### config.mk
export PLATFORM = sky130hd
export DESIGN_NAME = fir_output_requant_fifo
export DESIGN_NICKNAME = d
export VERILOG_FILES = /design/src/rtl/fir_pkg.sv /design/src/rtl/sync_fifo_fwft.sv /design/src/rtl/fir_output_requant_fifo.sv
export SDC_FILE = /design/constraint.sdc
export NUM_CORES = 1
export LEC_CHECK = 0
export ABC_AREA = 1
export BUFFER_PORTS_ARGS = -buffer_cell sky130_fd_sc_hd__clkbuf_2
export CORE_MARGIN = 8
export CORE_UTILIZATION = 55
export DETAILED_ROUTE_END_ITERATION = 16
export PLACE_DENSITY = 0.8
export SETUP_SLACK_MARGIN = 0.2
export SYNTH_ARGS = -nofsm -noshare
export SYNTH_HDL_FRONTEND = slang
export SYNTH_HIERARCHICAL = 1
export SYNTH_SLANG_ARGS = --single-unit
### constraint.sdc
create_clock -name i_clk -period 3 [get_ports i_clk]
set_clock_uncertainty 0.05 [all_clocks]
set_input_delay 0.15 -clock i_clk [delete_from_list [all_inputs] [get_ports i_clk]]
set_output_delay 0.15 -clock i_clk [all_outputs]
set_load 0.005 [all_outputs]
### src/rtl/fir_pkg.sv
// Shared types and helpers for the FIR output path: requantiser FSM states,
// saturating round function and statistics counter width.
package fir_pkg;

    typedef enum logic [1:0] {
        S_IDLE,
        S_PROC,
        S_WRITE,
        S_HOLD
    } state_t;

    localparam int unsigned SAT_COUNT_WIDTH = 16;
    localparam int unsigned CALC_W          = 64;

    typedef struct packed {
        logic                     sat;
        logic signed [CALC_W-1:0] value;
    } sat_res_t;

    // Round-half-up then arithmetic shift; result clamped to a signed out_w range.
    // The working width is far wider than any sane IN_WIDTH+1, so the bias add cannot overflow.
    function automatic sat_res_t sat_round(input logic signed [CALC_W-1:0] value,
                                           input int unsigned shift,
                                           input int unsigned out_w);
        logic signed [CALC_W-1:0] w_one;
        logic signed [CALC_W-1:0] w_bias;
        logic signed [CALC_W-1:0] w_shifted;
        logic signed [CALC_W-1:0] w_max;
        logic signed [CALC_W-1:0] w_min;
        sat_res_t                 w_res;
        w_one     = 64'sd1;
        w_bias    = (shift == 0) ? '0 : (w_one <<< (shift - 1));
        w_shifted = (value + w_bias) >>> shift;
        w_max     = (w_one <<< (out_w - 1)) - w_one;
        w_min     = -w_max - w_one;
        w_res.sat = 1'b0;
        if (w_shifted > w_max) begin
            w_res.value = w_max;
            w_res.sat   = 1'b1;
        end else if (w_shifted < w_min) begin
            w_res.value = w_min;
            w_res.sat   = 1'b1;
        end else begin
            w_res.value = w_shifted;
        end
        return w_res;
    endfunction

endpackage

### src/rtl/sync_fifo_fwft.sv
// Synchronous first-word-fall-through FIFO; head is visible on ov_dout while not empty.
module sync_fifo_fwft #(
    parameter int unsigned WIDTH = 16,
    parameter int unsigned DEPTH = 8
) (
    input  logic                     i_clk,
    input  logic                     i_rst,
    input  logic                     i_push,
    input  logic [WIDTH-1:0]         iv_din,
    input  logic                     i_pop,
    output logic [WIDTH-1:0]         ov_dout,
    output logic                     o_empty,
    output logic                     o_full,
    output logic [$clog2(DEPTH):0]   ov_level
);

    localparam int unsigned AW = $clog2(DEPTH);
    localparam int unsigned LW = AW + 1;

    logic [WIDTH-1:0] r_mem [DEPTH];
    logic [AW-1:0]    r_wr_ptr;
    logic [AW-1:0]    r_rd_ptr;
    logic [LW-1:0]    r_level;
    logic             w_push_ok;
    logic             w_pop_ok;

    assign o_empty   = (r_level == '0);
    assign o_full    = (r_level == LW'(DEPTH));
    assign w_pop_ok  = i_pop && !o_empty;
    assign w_push_ok = i_push && (!o_full || w_pop_ok);
    assign ov_level  = r_level;
    assign ov_dout   = o_empty ? '0 : r_mem[r_rd_ptr];

    always_ff @(posedge i_clk) begin
        if (w_push_ok) begin
            r_mem[r_wr_ptr] <= iv_din;
        end
    end

    // Pointers wrap naturally at a power-of-two depth; level separates full from empty.
    always_ff @(posedge i_clk) begin
        if (i_rst) begin
            r_wr_ptr <= '0;
            r_rd_ptr <= '0;
            r_level  <= '0;
        end else begin
            if (w_push_ok) begin
                r_wr_ptr <= r_wr_ptr + AW'(1);
            end
            if (w_pop_ok) begin
                r_rd_ptr <= r_rd_ptr + AW'(1);
            end
            case ({w_push_ok, w_pop_ok})
                2'b10:   r_level <= r_level + LW'(1);
                2'b01:   r_level <= r_level - LW'(1);
                default: r_level <= r_level;
            endcase
        end
    end

endmodule

### src/rtl/fir_output_requant_fifo.sv
// FIR output stage: rounds and saturates each accumulator result, buffers it in a
// FWFT FIFO towards the sink and keeps saturation statistics.
module fir_output_requant_fifo
    import fir_pkg::*;
#(
    parameter int unsigned IN_WIDTH   = 24,
    parameter int unsigned OUT_WIDTH  = 16,
    parameter int unsigned SHIFT      = 8,
    parameter int unsigned FIFO_DEPTH = 8
) (
    input  logic                         i_clk,
    input  logic                         i_rst,
    input  logic [IN_WIDTH-1:0]          iv_din,
    input  logic                         i_din_valid,
    output logic                         o_ack,
    output logic [OUT_WIDTH-1:0]         ov_dout,
    output logic                         o_dout_valid,
    input  logic                         i_ready,
    output logic [$clog2(FIFO_DEPTH):0]  ov_level,
    output logic                         o_sat_flag,
    input  logic                         i_sat_clr,
    output logic [SAT_COUNT_WIDTH-1:0]   ov_sat_count
);

    localparam int unsigned LVL_W = $clog2(FIFO_DEPTH) + 1;

    state_t                       r_state;
    logic signed [IN_WIDTH-1:0]   r_din;
    logic [OUT_WIDTH-1:0]         r_res;
    logic                         r_sat;
    logic                         r_ack;
    logic                         r_sat_flag;
    logic [SAT_COUNT_WIDTH-1:0]   r_sat_count;

    sat_res_t                     w_rq;
    logic [OUT_WIDTH-1:0]         w_rq_val;
    logic [CALC_W-OUT_WIDTH-1:0]  w_rq_unused;
    logic                         w_push;
    logic                         w_pop;
    logic                         w_empty;
    logic                         w_full;
    logic [LVL_W-1:0]             w_level;

    always_comb begin
        w_rq = sat_round(CALC_W'(r_din), SHIFT, OUT_WIDTH);
        {w_rq_unused, w_rq_val} = w_rq.value;
    end

    assign w_push = (r_state == S_WRITE);
    assign w_pop  = !w_empty && i_ready;

    sync_fifo_fwft #(
        .WIDTH (OUT_WIDTH),
        .DEPTH (FIFO_DEPTH)
    ) u_fifo (
        .i_clk    (i_clk),
        .i_rst    (i_rst),
        .i_push   (w_push),
        .iv_din   (r_res),
        .i_pop    (w_pop),
        .ov_dout  (ov_dout),
        .o_empty  (w_empty),
        .o_full   (w_full),
        .ov_level (w_level)
    );

    // o_ack is set on the PROC->WRITE transition so it is high exactly during S_WRITE.
    always_ff @(posedge i_clk) begin
        if (i_rst) begin
            r_state     <= S_IDLE;
            r_din       <= '0;
            r_res       <= '0;
            r_sat       <= 1'b0;
            r_ack       <= 1'b0;
            r_sat_flag  <= 1'b0;
            r_sat_count <= '0;
        end else begin
            r_ack <= 1'b0;
            case (r_state)
                S_IDLE: begin
                    if (i_din_valid && !w_full) begin
                        r_din   <= iv_din;
                        r_state <= S_PROC;
                    end
                end
                S_PROC: begin
                    r_res   <= w_rq_val;
                    r_sat   <= w_rq.sat;
                    r_ack   <= 1'b1;
                    r_state <= S_WRITE;
                end
                S_WRITE: r_state <= S_HOLD;
                S_HOLD:  r_state <= S_IDLE;
                default: r_state <= S_IDLE;
            endcase

            // A clear in the same cycle as a saturating write discards that event.
            if (i_sat_clr) begin
                r_sat_flag  <= 1'b0;
                r_sat_count <= '0;
            end else if (r_state == S_WRITE && r_sat) begin
                r_sat_flag <= 1'b1;
                if (r_sat_count != '1) begin
                    r_sat_count <= r_sat_count + SAT_COUNT_WIDTH'(1);
                end
            end
        end
    end

    assign o_ack        = r_ack;
    assign o_dout_valid = !w_empty;
    assign ov_level     = w_level;
    assign o_sat_flag   = r_sat_flag;
    assign ov_sat_count = r_sat_count;

endmodule

==> impl_summary.log, run 1 <==
[metrics] status: finished clean
[metrics] maximum clock frequency: 0.4109 GHz
[metrics] Required @ worst endpoint: 3.07 ns
[metrics] total non-filler cell area in the finished layout: 9717 µm²
[metrics] unrepaired setup endpoints after global routing: no
[metrics] Async SR Flop Fraction: 0
[metrics] number of buffers inserted by port buffering: 60
[metrics] placed wire-length estimate after detailed placement: 10900 µm
[metrics] Ports: 68
[metrics] Residual DRC: 0
[metrics] final-layout worst hold slack: 0.07478 ns
[metrics] reg2reg start: u_fifo/ov_level[0]$_SDFFE_PP0P_
[metrics] overall global routing resource usage: 0.1764
[metrics] overflow left after global routing: 0
[metrics] clock tree from TritonCTS: built
[metrics] category of the worst setup path capture point: register
[metrics] count of filler cells inserted in the layout: 1204
[metrics] logic gate share of total power: 0.255
[metrics] clock transition at the register clock pins on the worst setup and hold paths after CTS: 0.06 ns
[metrics] top post-synthesis cells by area: sky130_fd_sc_hd__edfxtp_1 (45%), sky130_fd_sc_hd__dfxtp_1 (16%), sky130_fd_sc_hd__nor2_1 (6.6%)
[metrics] fraction of power spent switching nets: 0.3379
[metrics] placer congestion estimate: 0.8726
[metrics] path class of the lowest-slack min-delay path: in -> reg
[metrics] area of the core region: 15200 µm²
[metrics] number of enable-type register cells in the synthesized netlist: 128
[metrics] Static Leakage: 3.657 nW
[metrics] antenna violations before repair: 0
[metrics] die area: 19780 µm²
[metrics] Least-Margin Pin Slew: 0.8170 ns
[metrics] post-synth top area share: 0.4498
[metrics] maximum single-stage delay on the critical path: 0.45 ns
[metrics] Starting Density: 0.5621
[metrics] Max Root-Sink Buffers: 2
[metrics] overall die width: 140.7 µm
[metrics] library cell occupying the most area in the post-synthesis netlist: sky130_fd_sc_hd__edfxtp_1
[metrics] critical-path cell list: nor2_4 -> nand2_4 -> inv_1 -> nor2_1 -> inv_1 -> nand4_1 -> nand2_1 -> inv_1 -> nand2_1 -> nor2_1 -> buf_4
[metrics] Layout Nets: 973
[metrics] count of routing violations after the opening detailed-route iteration: 369
[metrics] final routed wirelength across all metal layers: 16740 µm
[metrics] FF+latch count, synth: 195
[metrics] post-layout minimum cycle time: 2.434 ns
[metrics] layout overhead on the synthesized area: 13.70%
[metrics] TritonCTS Sinks: 195
[metrics] count leader, synth: sky130_fd_sc_hd__nor2_1
[metrics] cell with the largest stage delay on the worst path: sky130_fd_sc_hd__dfxtp_1
[metrics] buffers plus inverters on the worst setup path: 4
[metrics] antenna diode count: 0
[metrics] cell family contributing the most delay on the critical path: simple AND/OR/NAND/NOR gates
[metrics] die height: 140.7 µm
[metrics] number of H-tree levels: 4
[metrics] startpoint kind of the worst setup timing path: register
[metrics] dominant synthesized flop cell: sky130_fd_sc_hd__edfxtp_1
[metrics] net count after synthesis: 895
[metrics] ratio of routed vias to standard cells: 5.349
[metrics] part of the total power dissipated in the clock network: 0.262
[metrics] Syn Area/Cell: 9.995 µm²
[metrics] Post-synth top cells: sky130_fd_sc_hd__nor2_1 (150), sky130_fd_sc_hd__edfxtp_1 (128), sky130_fd_sc_hd__o21ai_0 (105)
[metrics] max-cap violations: 0
[metrics] Post-Syn Area: 8546 µm²
[metrics] total setup violations reported at the end of the flow: 0
[metrics] placed instance area: 9006 µm²
[metrics] count of warnings emitted by yosys: 6
[metrics] post-CTS setup-driven buffer insertion count: 0
[metrics] Root Driver: sky130_fd_sc_hd__clkbuf_16
[metrics] per-cell routed wire length: 14.78 µm
[metrics] Clock Latency Late Sink: 0.43 ns
[metrics] number of placement rows: 45
[metrics] net switching power of the design: 2.648 mW
[metrics] part of the power in registers: 0.483
[metrics] normalized max-slew margin: 0.4545
[metrics] total CTS buffers: 17
[metrics] layout cell share with drive strength beyond 1: 0.1524
[metrics] setup TNS after final layout: 0 ns
[metrics] library cells used by synthesis: 37
[metrics] Final Hold Viols: 0
[metrics] Max rail drop VDD: 0.5338 mV
[metrics] final worst-path cycle share: 0.8112
[metrics] largest net degree at the start of global routing: 49
[metrics] via count: 6060
[metrics] max-slew violation count: 0
[metrics] Hold Startpoint: i_rst
[metrics] number of nets with antenna violations after routing: 0
[metrics] beginning of the critical path: u_fifo/ov_level[0]$_SDFFE_PP0P_
[metrics] type of the worst setup path: reg -> reg
[metrics] number of detailed-route iterations in the first pass: 5
[metrics] cell count after synthesis: 855
[metrics] global-route wire length before repair: 28010 µm
[metrics] WP data arrival: 2.50 ns
[metrics] maximum net fanout on the critical path: 19
[metrics] sequential area share after synthesis: 0.6067
[metrics] ratio of total power to cell area: 806.6 nW/µm²
[metrics] cell repeated most along the worst path: sky130_fd_sc_hd__inv_1
[metrics] internal power contribution: 5.189 mW
[metrics] utilization after layout: 0.6392
[metrics] vias in the first global route: 5828
## sequential cells by signal, indices dropped and copies added, names as in the netlist, named ones only
| name | count |
|---|---|
| u_fifo/r_mem | 128 |
| r_din | 17 |
| ov_sat_count | 16 |
| r_res | 16 |
| u_fifo/ov_level | 4 |
| u_fifo/r_rd_ptr | 3 |
| u_fifo/r_wr_ptr | 3 |
| r_state | 2 |
| o_ack | 1 |
| o_sat_flag | 1 |
| r_sat | 1 |
## per-layer routing
| metal | global-route usage | routed length [µm] | vias up |
|---|---|---|---|
| li1 | - | - | 3075 |
| met1 | 0.2161 | 7226 | 2782 |
| met2 | 0.2961 | 8198 | 174 |
| met3 | 0.04558 | 1023 | 29 |
| met4 | 0.06335 | 295 | 0 |
| met5 | 0 | 0 | - |
## worst register-to-register path, cell delays in order, from the launching register on
cell                      delay [ns]
sky130_fd_sc_hd__dfxtp_1        0.45
sky130_fd_sc_hd__nor2_4         0.08
sky130_fd_sc_hd__nand2_4        0.20
sky130_fd_sc_hd__inv_1          0.09
sky130_fd_sc_hd__nor2_1         0.25
sky130_fd_sc_hd__inv_1          0.12
sky130_fd_sc_hd__nand4_1        0.11
sky130_fd_sc_hd__nand2_1        0.11
sky130_fd_sc_hd__inv_1          0.11
sky130_fd_sc_hd__nand2_1        0.13
sky130_fd_sc_hd__nor2_1         0.17
sky130_fd_sc_hd__buf_4          0.26
## layout make-up
cell class | count | area, µm² | share of cell area
Multi-Input combinational cell | 549 | 2878 | 0.2962
Tap cell | 188 | 235.2 | 0.02421
Inverter | 76 | 285.3 | 0.02936
Clock buffer | 19 | 432.9 | 0.04455
Timing Repair Buffer | 94 | 600.6 | 0.06181
Clock inverter | 12 | 97.59 | 0.01004
Sequential cell | 195 | 5187 | 0.5339
## metrics by stage
stage	std cells	total power, mW	setup WS [ns]
2_1_floorplan	855	5.199	0.2785
3_3_place_gp	1084	5.751	0.6545
3_5_place_dp	1084	5.817	0.5606
4_1_cts	1133	7.880	0.5427
5_1_grt	1133	8.312	0.2691
6_report	1133	7.837	0.5665
## power groups by stage
stage	Combinational [mW]	Clock [mW]	Sequential (mW)
global placement	1.94	0	3.82
detailed placement	1.98	0	3.84
floorplan	1.53	0	3.67
CTS	2.02	2.08	3.78
finish	2.00	2.05	3.79
global route	2.28	2.19	3.85
## cell families (layout without fill, tap and decap cells)
group / Yosys count / count (layout) / share of synthesized area
and+or+nand+nor: 316 / 316 / 0.1644
adders and majority gates: 11 / 11 / 0.01698
muxes: 16 / 16 / 0.01874
buffers and inverters: 111 / 201 / 0.05651
AOI/OAI and AO/OA: 188 / 188 / 0.1182
xor gates and xnor gates: 18 / 18 / 0.01845
DFF: 195 / 195 / 0.6067
## final timing paths
check / to / slack, ns / cells past startpoint
min: u_fifo/r_wr_ptr[0]$_SDFFE_PP0P_ / 0.07 / 2
max reg2reg: u_fifo/r_mem[4][0]$_DFFE_PP_ / 0.57 / 11
min reg2reg: register / 0.42 / 2
max: u_fifo/r_mem[4][0]$_DFFE_PP_ / 0.57 / 11
## timing repair
item                                    in CTS  in global routing
resized for setup                            0                  0
endpoints found under the setup margin       0                  0
endpoints found under the hold margin       22                  0
hold buffers                                18                  0
## cell usage in the layout, fill, tap and decap left out, drive strengths merged, types with 18 or more instances in the layout
master       count
a21oi           52
clkbuf          79
dfxtp           67
dlygate4sd3     18
edfxtp         128
inv             83
nand2          103
nand3           36
nor2           159
o21ai          117
No activity file was read; power rests on OpenSTA's default activity.
==> run 2, diff against run 1 <==
Settings changed: CORE_UTILIZATION 55 to 54, PLACE_DENSITY 0.8 to 0.82.
Clock period 3 ns to 2 ns, I/O delays scaled along.
==> run 2 against run 1 <==
Compared with the run above:
- the flow now finishes with violations (negative setup slack)
- die area grew 1.6%
- critical path depth is 2 lower
- register-to-register slack worse by 0.46 ns
- core utilization grew 5.0 points
- power increased by 71%
- highest routed layer unchanged
- critical path type is now reg -> out
==> impl_summary.log, run 2 (synthesis results as in run 1) <==
[metrics] Starting Density: 0.5459
[metrics] post-layout minimum cycle time: 2.054 ns
[metrics] cell family contributing the most delay on the critical path: flip-flops
[metrics] fraction of met1 tracks used by global routing: 0.2233
[metrics] overflow left after global routing: 0
[metrics] Root Driver: sky130_fd_sc_hd__clkbuf_16
[metrics] Layout Nets: 1024
[metrics] post-layout worst setup margin: -0.05447 ns
[metrics] Ports: 68
[metrics] type of the worst setup path: reg -> out
[metrics] top library cells by usage in the layout, fill and taps aside: sky130_fd_sc_hd__nor2_1 (134), sky130_fd_sc_hd__edfxtp_1 (128), sky130_fd_sc_hd__nand2_1 (92)
[metrics] antenna diode count: 0
[metrics] TritonCTS Sinks: 195
[metrics] clock transition at the register clock pins on the worst setup and hold paths after CTS: 0.07 ns
[metrics] Required @ worst endpoint: 1.85 ns
[metrics] startpoint kind of the worst setup timing path: register
[metrics] vias in the first global route: 6283
[metrics] category of the worst setup path capture point: output port
[metrics] via count: 6558
[metrics] Clock Latency Late Sink: 0.44 ns
[metrics] normalized max-slew margin: 0.5904
[metrics] count of routing violations after the opening detailed-route iteration: 532
[metrics] final worst-path cycle share: 1.027
[metrics] unrepaired setup endpoints after global routing: yes
[metrics] internal power contribution: 8.714 mW
[metrics] Final Hold Viols: 0
[metrics] violations in the final reports: negative setup slack
[metrics] ratio of total power to cell area: 1240 nW/µm²
[metrics] Post-Place Cells: 1121
[metrics] overall die width: 141.8 µm
[metrics] non-filler instance count after layout: 1213
[metrics] largest net degree at the start of global routing: 36
[metrics] die height: 141.8 µm
[metrics] part of the power in registers: 0.425
[metrics] overall global routing resource usage: 0.1948
[metrics] path class of the lowest-slack min-delay path: in -> reg
[metrics] registers with the highest flip-flop counts: u_fifo/r_mem x128, r_din x17
[metrics] WP data arrival: 1.90 ns
[metrics] total setup violations reported at the end of the flow: 7
[metrics] final routed wirelength across all metal layers: 20760 µm
[metrics] maximum net fanout on the critical path: 6
[metrics] GR Layer Usage met2: 0.3437
[metrics] number of placement rows: 46
[metrics] die area: 20110 µm²
[metrics] net switching power of the design: 4.655 mW
[metrics] number of nets with antenna violations after routing: 0
[metrics] cell repeated most along the worst path: sky130_fd_sc_hd__o21ai_1
[metrics] placed wire-length estimate after detailed placement: 11480 µm
[metrics] most heavily used metal layer in global routing: met2
[metrics] fraction of power spent switching nets: 0.3482
[metrics] clock tree from TritonCTS: built
[metrics] maximum clock frequency: 0.4867 GHz
[metrics] met3 capacity usage during global routing: 0.03797
[metrics] Static Leakage: 4.027 nW
[metrics] maximum single-stage delay on the critical path: 0.40 ns
[metrics] Residual DRC: 0
[metrics] area of the core region: 15660 µm²
[metrics] number of buffers inserted by port buffering: 60
[metrics] layout overhead on the synthesized area: 26.16%
[metrics] placer congestion estimate: 0.8802
[metrics] Least-Margin Pin Slew: 0.6138 ns
[metrics] Max rail drop VDD: 0.6397 mV
[metrics] Max Root-Sink Buffers: 2
[metrics] layout cell share with drive strength beyond 1: 0.2497
[metrics] Biggest register: u_fifo/r_mem
[metrics] number of H-tree levels: 4
[metrics] max-cap violations: 0
[metrics] global-route wire length before repair: 30680 µm
[metrics] most frequent standard cell in the layout excluding fill and tap cells: sky130_fd_sc_hd__nor2_1
[metrics] per-cell routed wire length: 17.11 µm
[metrics] number of flip-flops in the largest register: 128
[metrics] status: finished with violations
[metrics] setup TNS after final layout: -0.1494 ns
[metrics] max-slew violation count: 0
[metrics] antenna violations before repair: 0
[metrics] buffers plus inverters on the worst setup path: 3
[metrics] ratio of routed vias to standard cells: 5.406
[metrics] part of the total power dissipated in the clock network: 0.248
[metrics] total CTS buffers: 17
[metrics] Overall Power: 13.37 mW
[metrics] logic gate share of total power: 0.327
[metrics] cell with the largest stage delay on the worst path: sky130_fd_sc_hd__dfxtp_4
[metrics] critical-path cell list: buf_12 -> buf_12 -> nor2_2 -> nor2_1 -> o21ai_1 -> o21ai_1 -> o21ai_1 -> nor2_2 -> clkbuf_2
[metrics] number of detailed-route iterations in the first pass: 5
## run 2: changes by cell type in the layout (fill, tap and decap cells not counted), moves of 13 or more
| cell | before | now |
|---|---|---|
| sky130_fd_sc_hd__buf_4 | 16 | 36 |
| sky130_fd_sc_hd__o21ai_0 | 105 | 88 |
| sky130_fd_sc_hd__nor2_1 | 150 | 134 |
| sky130_fd_sc_hd__o21ai_1 | 11 | 27 |
| sky130_fd_sc_hd__buf_6 | 0 | 13 |
## run 2: cell type report
cell class	count	area, µm²
flip-flops and latches	195	5210
fillers	1099	4873
multi-input cells	550	3147
repair buffers	144	1272
clock buffers	18	429.2
inverters	76	310.3
well taps	216	270.3
clock inverters	14	142.6
## run 2: worst reg2reg max path, cell delays in order (launching register included)
cell and delay [ns]:
sky130_fd_sc_hd__dfxtp_4 0.38, sky130_fd_sc_hd__nor2_4 0.05, sky130_fd_sc_hd__nand2_4 0.08, sky130_fd_sc_hd__inv_4 0.04, sky130_fd_sc_hd__nor2_4 0.15, sky130_fd_sc_hd__inv_2 0.05
sky130_fd_sc_hd__nand4_1 0.08, sky130_fd_sc_hd__nand2_2 0.12, sky130_fd_sc_hd__nor2_4 0.13, sky130_fd_sc_hd__clkinv_4 0.11, sky130_fd_sc_hd__nor2_4 0.16, sky130_fd_sc_hd__buf_6 0.18
## run 2: repair_timing
action	4_1_cts	5_1_grt
resized for setup	26	63
endpoints found under the setup margin	69	174
pin swaps	7	30
endpoints found under the hold margin	18	0
hold buffers	18	0
setup buffers	5	27
gates cloned	3	7
## run 2: power by group through the flow
stage / sequential (mW) / clock [mW] / combinational [mW]
after detailed placement: 5.72 / 0 / 3.30
after CTS: 5.66 / 3.34 / 3.63
after global routing: 5.76 / 3.49 / 4.77
after global placement: 5.67 / 0 / 3.20
after floorplan: 5.51 / 0 / 2.44
final: 5.69 / 3.31 / 4.37
## run 2: per-stage QoR
step | cell area (µm²) | hold slack (ns) | setup slack, ns | utilization
finish | 10780 | 0.02251 | -0.05447 | 0.6887
CTS | 10260 | 0.001265 | 0.003174 | 0.6554
global placement | 9324 | 0.3260 | 0.1786 | 0.5956
global route | 10780 | 0.04629 | -0.1145 | 0.6887
floorplan | 8668 | 0.1191 | 0.06545 | -
detailed placement | 9324 | 0.3359 | 0.1591 | 0.5956
## run 2: per-layer routing
| layer | routed length, µm | vias to the layer above |
|---|---|---|
| met5 | 0 | - |
| met4 | 616 | 0 |
| met3 | 1297 | 44 |
| met2 | 10610 | 242 |
| met1 | 8230 | 3090 |
| li1 | - | 3182 |
## run 2: final timing paths
path,endpoint,cells past startpoint,startpoint,slack [ns]
setup / recovery,ov_dout[1],9,register,-0.05
hold / removal,ov_sat_count[2]$_SDFFE_PP0P_,5,i_sat_clr,0.02
setup reg to reg,u_fifo/r_mem[1][15]$_DFFE_PP_,11,u_fifo/ov_level[3]$_SDFFE_PP0P_,0.11
hold reg to reg,register,2,u_fifo/r_rd_ptr[2]$_SDFFE_PP0N_,0.42
==> run 3, diff against run 2 <==
Settings changed: CELL_PAD_IN_SITES_DETAIL_PLACEMENT from default to 1, CELL_PAD_IN_SITES_GLOBAL_PLACEMENT from default to 1, CORE_MARGIN 8 to 4, CORE_UTILIZATION 54 to 42, PLACE_DENSITY 0.82 to 0.81.
==> run 3 against run 2 <==
Compared with the run above:
- final cell count grew 3.6%
- the flow still finishes with violations (negative setup slack)
- non-clock buffer count is 5 lower
- sequential share of layout area decreased by 0.32 points
- final area grew 0.86%
- critical endpoint is now ov_dout[10]
- clock-buffer cell count fell by 1
- core utilization shrank 14 points
- critical path depth decreased by 1
==> impl_summary.log, run 3 (synthesis results as in run 1) <==
[metrics] Static Leakage: 4.047 nW
[metrics] reg2reg start: u_fifo/ov_level[0]$_SDFFE_PP0P_
[metrics] normalized max-slew margin: 0.6975
[metrics] largest net degree at the start of global routing: 37
[metrics] non-filler instance count after layout: 1257
[metrics] placer congestion estimate: 0.7857
[metrics] via count: 6703
[metrics] Worst Hold Endpoint: ov_sat_count[2]$_SDFFE_PP0P_
[metrics] met3 capacity usage during global routing: 0.04034
[metrics] Layout Nets: 1019
[metrics] reg-to-reg setup timing slack: 0.13 ns
[metrics] vias in the first global route: 7180
[metrics] Clock Latency Late Sink: 0.44 ns
[metrics] total setup violations reported at the end of the flow: 5
[metrics] total CTS buffers: 17
[metrics] antenna violations before repair: 0
[metrics] layout overhead on the synthesized area: 27.25%
[metrics] clock transition at the register clock pins on the worst setup and hold paths after CTS: 0.07 ns
[metrics] violations in the final reports: negative setup slack
[metrics] Starting Density: 0.4334
[metrics] startpoint kind of the worst setup timing path: register
[metrics] post-layout minimum cycle time: 2.023 ns
[metrics] maximum net fanout on the critical path: 11
[metrics] area of the core region: 19720 µm²
[metrics] Required @ worst endpoint: 1.85 ns
[metrics] placed wire-length estimate after detailed placement: 14170 µm
[metrics] die area: 22690 µm²
[metrics] overflow left after global routing: 0
[metrics] max-slew violation count: 0
[metrics] most heavily used metal layer in global routing: met2
[metrics] post-layout worst setup margin: -0.02341 ns
[metrics] top library cells by usage in the layout, fill and taps aside: sky130_fd_sc_hd__nor2_1 (136), sky130_fd_sc_hd__edfxtp_1 (128), sky130_fd_sc_hd__nand2_1 (92)
[metrics] Root Driver: sky130_fd_sc_hd__clkbuf_16
[metrics] status: finished with violations
[metrics] number of flip-flops in the largest register: 128
[metrics] total non-filler cell area in the finished layout: 10870 µm²
[metrics] Residual DRC: 0
[metrics] category of the worst setup path capture point: output port
[metrics] type of the worst setup path: reg -> out
[metrics] number of detailed-route iterations in the first pass: 4
[metrics] number of nets with antenna violations after routing: 0
[metrics] fraction of met1 tracks used by global routing: 0.2574
[metrics] global-route wire length before repair: 37920 µm
[metrics] final worst-path cycle share: 1.012
[metrics] Final Hold Viols: 0
[metrics] per-cell routed wire length: 19.06 µm
[metrics] most frequent standard cell in the layout excluding fill and tap cells: sky130_fd_sc_hd__nor2_1
[metrics] number of placement rows: 51
[metrics] ratio of routed vias to standard cells: 5.333
[metrics] worst r2r dst: u_fifo/r_mem[1][0]$_DFFE_PP_
[metrics] die height: 150.6 µm
[metrics] clock tree from TritonCTS: built
[metrics] Least-Margin Pin Slew: 0.4532 ns
[metrics] maximum clock frequency: 0.4942 GHz
[metrics] GR Layer Usage met2: 0.3967
[metrics] number of H-tree levels: 4
[metrics] ratio of total power to cell area: 1259 nW/µm²
[metrics] Max Root-Sink Buffers: 2
[metrics] placed instance area: 9445 µm²
[metrics] Hold Startpoint: i_sat_clr
[metrics] Ports: 68
[metrics] number of buffers inserted by port buffering: 60
[metrics] Post-Place Cells: 1173
[metrics] logic depth of the worst register-to-register path: 12
[metrics] final routed wirelength across all metal layers: 23960 µm
[metrics] TritonCTS Sinks: 195
[metrics] layout cell share with drive strength beyond 1: 0.2601
[metrics] unrepaired setup endpoints after global routing: yes
[metrics] overall global routing resource usage: 0.2176
[metrics] worst hold stages: 5
[metrics] registers with the highest flip-flop counts: u_fifo/r_mem x128, r_din x17
[metrics] count of routing violations after the opening detailed-route iteration: 414
[metrics] path class of the lowest-slack min-delay path: in -> reg
[metrics] max-cap violations: 0
[metrics] antenna diode count: 0
[metrics] Biggest register: u_fifo/r_mem
[metrics] overall die width: 150.6 µm
[metrics] Max rail drop VDD: 0.7160 mV
[metrics] WP data arrival: 1.87 ns
[metrics] count of filler cells inserted in the layout: 2134
-- run 3: cell types whose count changed in the layout (fill, tap and decap cells not counted), moves of 3 or more --
cell / previous run / this run
sky130_fd_sc_hd__buf_6: 13 / 9
sky130_fd_sc_hd__dfxtp_1: 57 / 51
sky130_fd_sc_hd__nor2_2: 8 / 5
sky130_fd_sc_hd__clkbuf_16: 20 / 17
sky130_fd_sc_hd__dfxtp_2: 5 / 10
sky130_fd_sc_hd__mux2i_1: 14 / 8
sky130_fd_sc_hd__buf_12: 12 / 16
sky130_fd_sc_hd__mux2i_2: 2 / 8
-- run 3: cell type report --
type	count	area, µm²	share of cell area
Inverter	76	300.3	0.02761
Multi-Input combinational cell	550	3184	0.2928
Tap cell	265	331.6	0.03049
Timing Repair Buffer	139	1230	0.1131
Clock buffer	17	425.4	0.03912
Sequential cell	195	5220	0.4800
Clock inverter	15	182.7	0.01680
-- run 3: metal layers --
| metal | part of all wire | wire length (µm) | vias up |
|---|---|---|---|
| met1 | 0.40 | 9537 | 3309 |
| met3 | 0.042 | 1004 | 55 |
| li1 | - | - | 3168 |
| met5 | 0 | 0 | - |
| met2 | 0.53 | 12820 | 171 |
| met4 | 0.025 | 603 | 0 |
-- run 3: worst max path at each step --
stage / end / cells past startpoint / from / slack (ns)
floorplan: u_fifo/r_mem[1][0]$_DFFE_PP_ / 11 / u_fifo/ov_level[0]$_SDFFE_PP0P_ / 0.07
global route: ov_dout[10] / 8 / register / -0.11
CTS: ov_dout[10] / 6 / register / -0.05
global placement: u_fifo/ov_level[3]$_SDFFE_PP0P_ / 13 / r_state[0]$_SDFFE_PP0P_ / 0.18
finish: ov_dout[10] / 8 / register / -0.02
detailed placement: u_fifo/ov_level[3]$_SDFFE_PP0P_ / 13 / r_state[0]$_SDFFE_PP0P_ / 0.03
-- run 3: power by group --
part	switching, mW	internal [mW]	total [mW]	leakage, nW
Sequential	0.660	5.11	5.77	1.74
Combinational	2.56	1.79	4.34	2.01
Clock	1.68	1.91	3.58	0.298
Total	4.89	8.80	13.7	4.05
-- run 3: stage by stage --
| step | power (mW) | TNS, ns | worst slack, ns | hold WS (ns) | utilization |
|---|---|---|---|---|---|
| global route | 14.46 | -1.204 | -0.1097 | 0.03073 | 0.5515 |
| floorplan | 7.951 | 0 | 0.06545 | 0.1191 | - |
| detailed placement | 9.219 | 0 | 0.03353 | 0.3371 | 0.4790 |
| CTS | 13.44 | -0.1440 | -0.04956 | 0.003526 | 0.5391 |
| global placement | 8.971 | 0 | 0.1821 | 0.3252 | 0.4790 |
| finish | 13.69 | -0.05552 | -0.02341 | 0.01325 | 0.5515 |
-- run 3: timing repair --
action                                  in CTS  in global routing
gates cloned                                 4                  0
gates resized for setup                     53                 46
setup buffers                               21                 10
hold endpoints to repair                    17                  0
pin swaps                                   16                 24
hold buffers                                17                  0
endpoints found under the setup margin     154                127
-- run 3: worst max-delay path, cell delays in order (launching register included) --
cell                      delay, ns
sky130_fd_sc_hd__dfxtp_4       0.45
sky130_fd_sc_hd__buf_12        0.16
sky130_fd_sc_hd__nor2_1        0.06
sky130_fd_sc_hd__nor2_1        0.08
sky130_fd_sc_hd__o21ai_0       0.11
sky130_fd_sc_hd__o21ai_0       0.10
sky130_fd_sc_hd__o21ai_0       0.10
sky130_fd_sc_hd__nor2_1        0.22
sky130_fd_sc_hd__buf_2         0.16
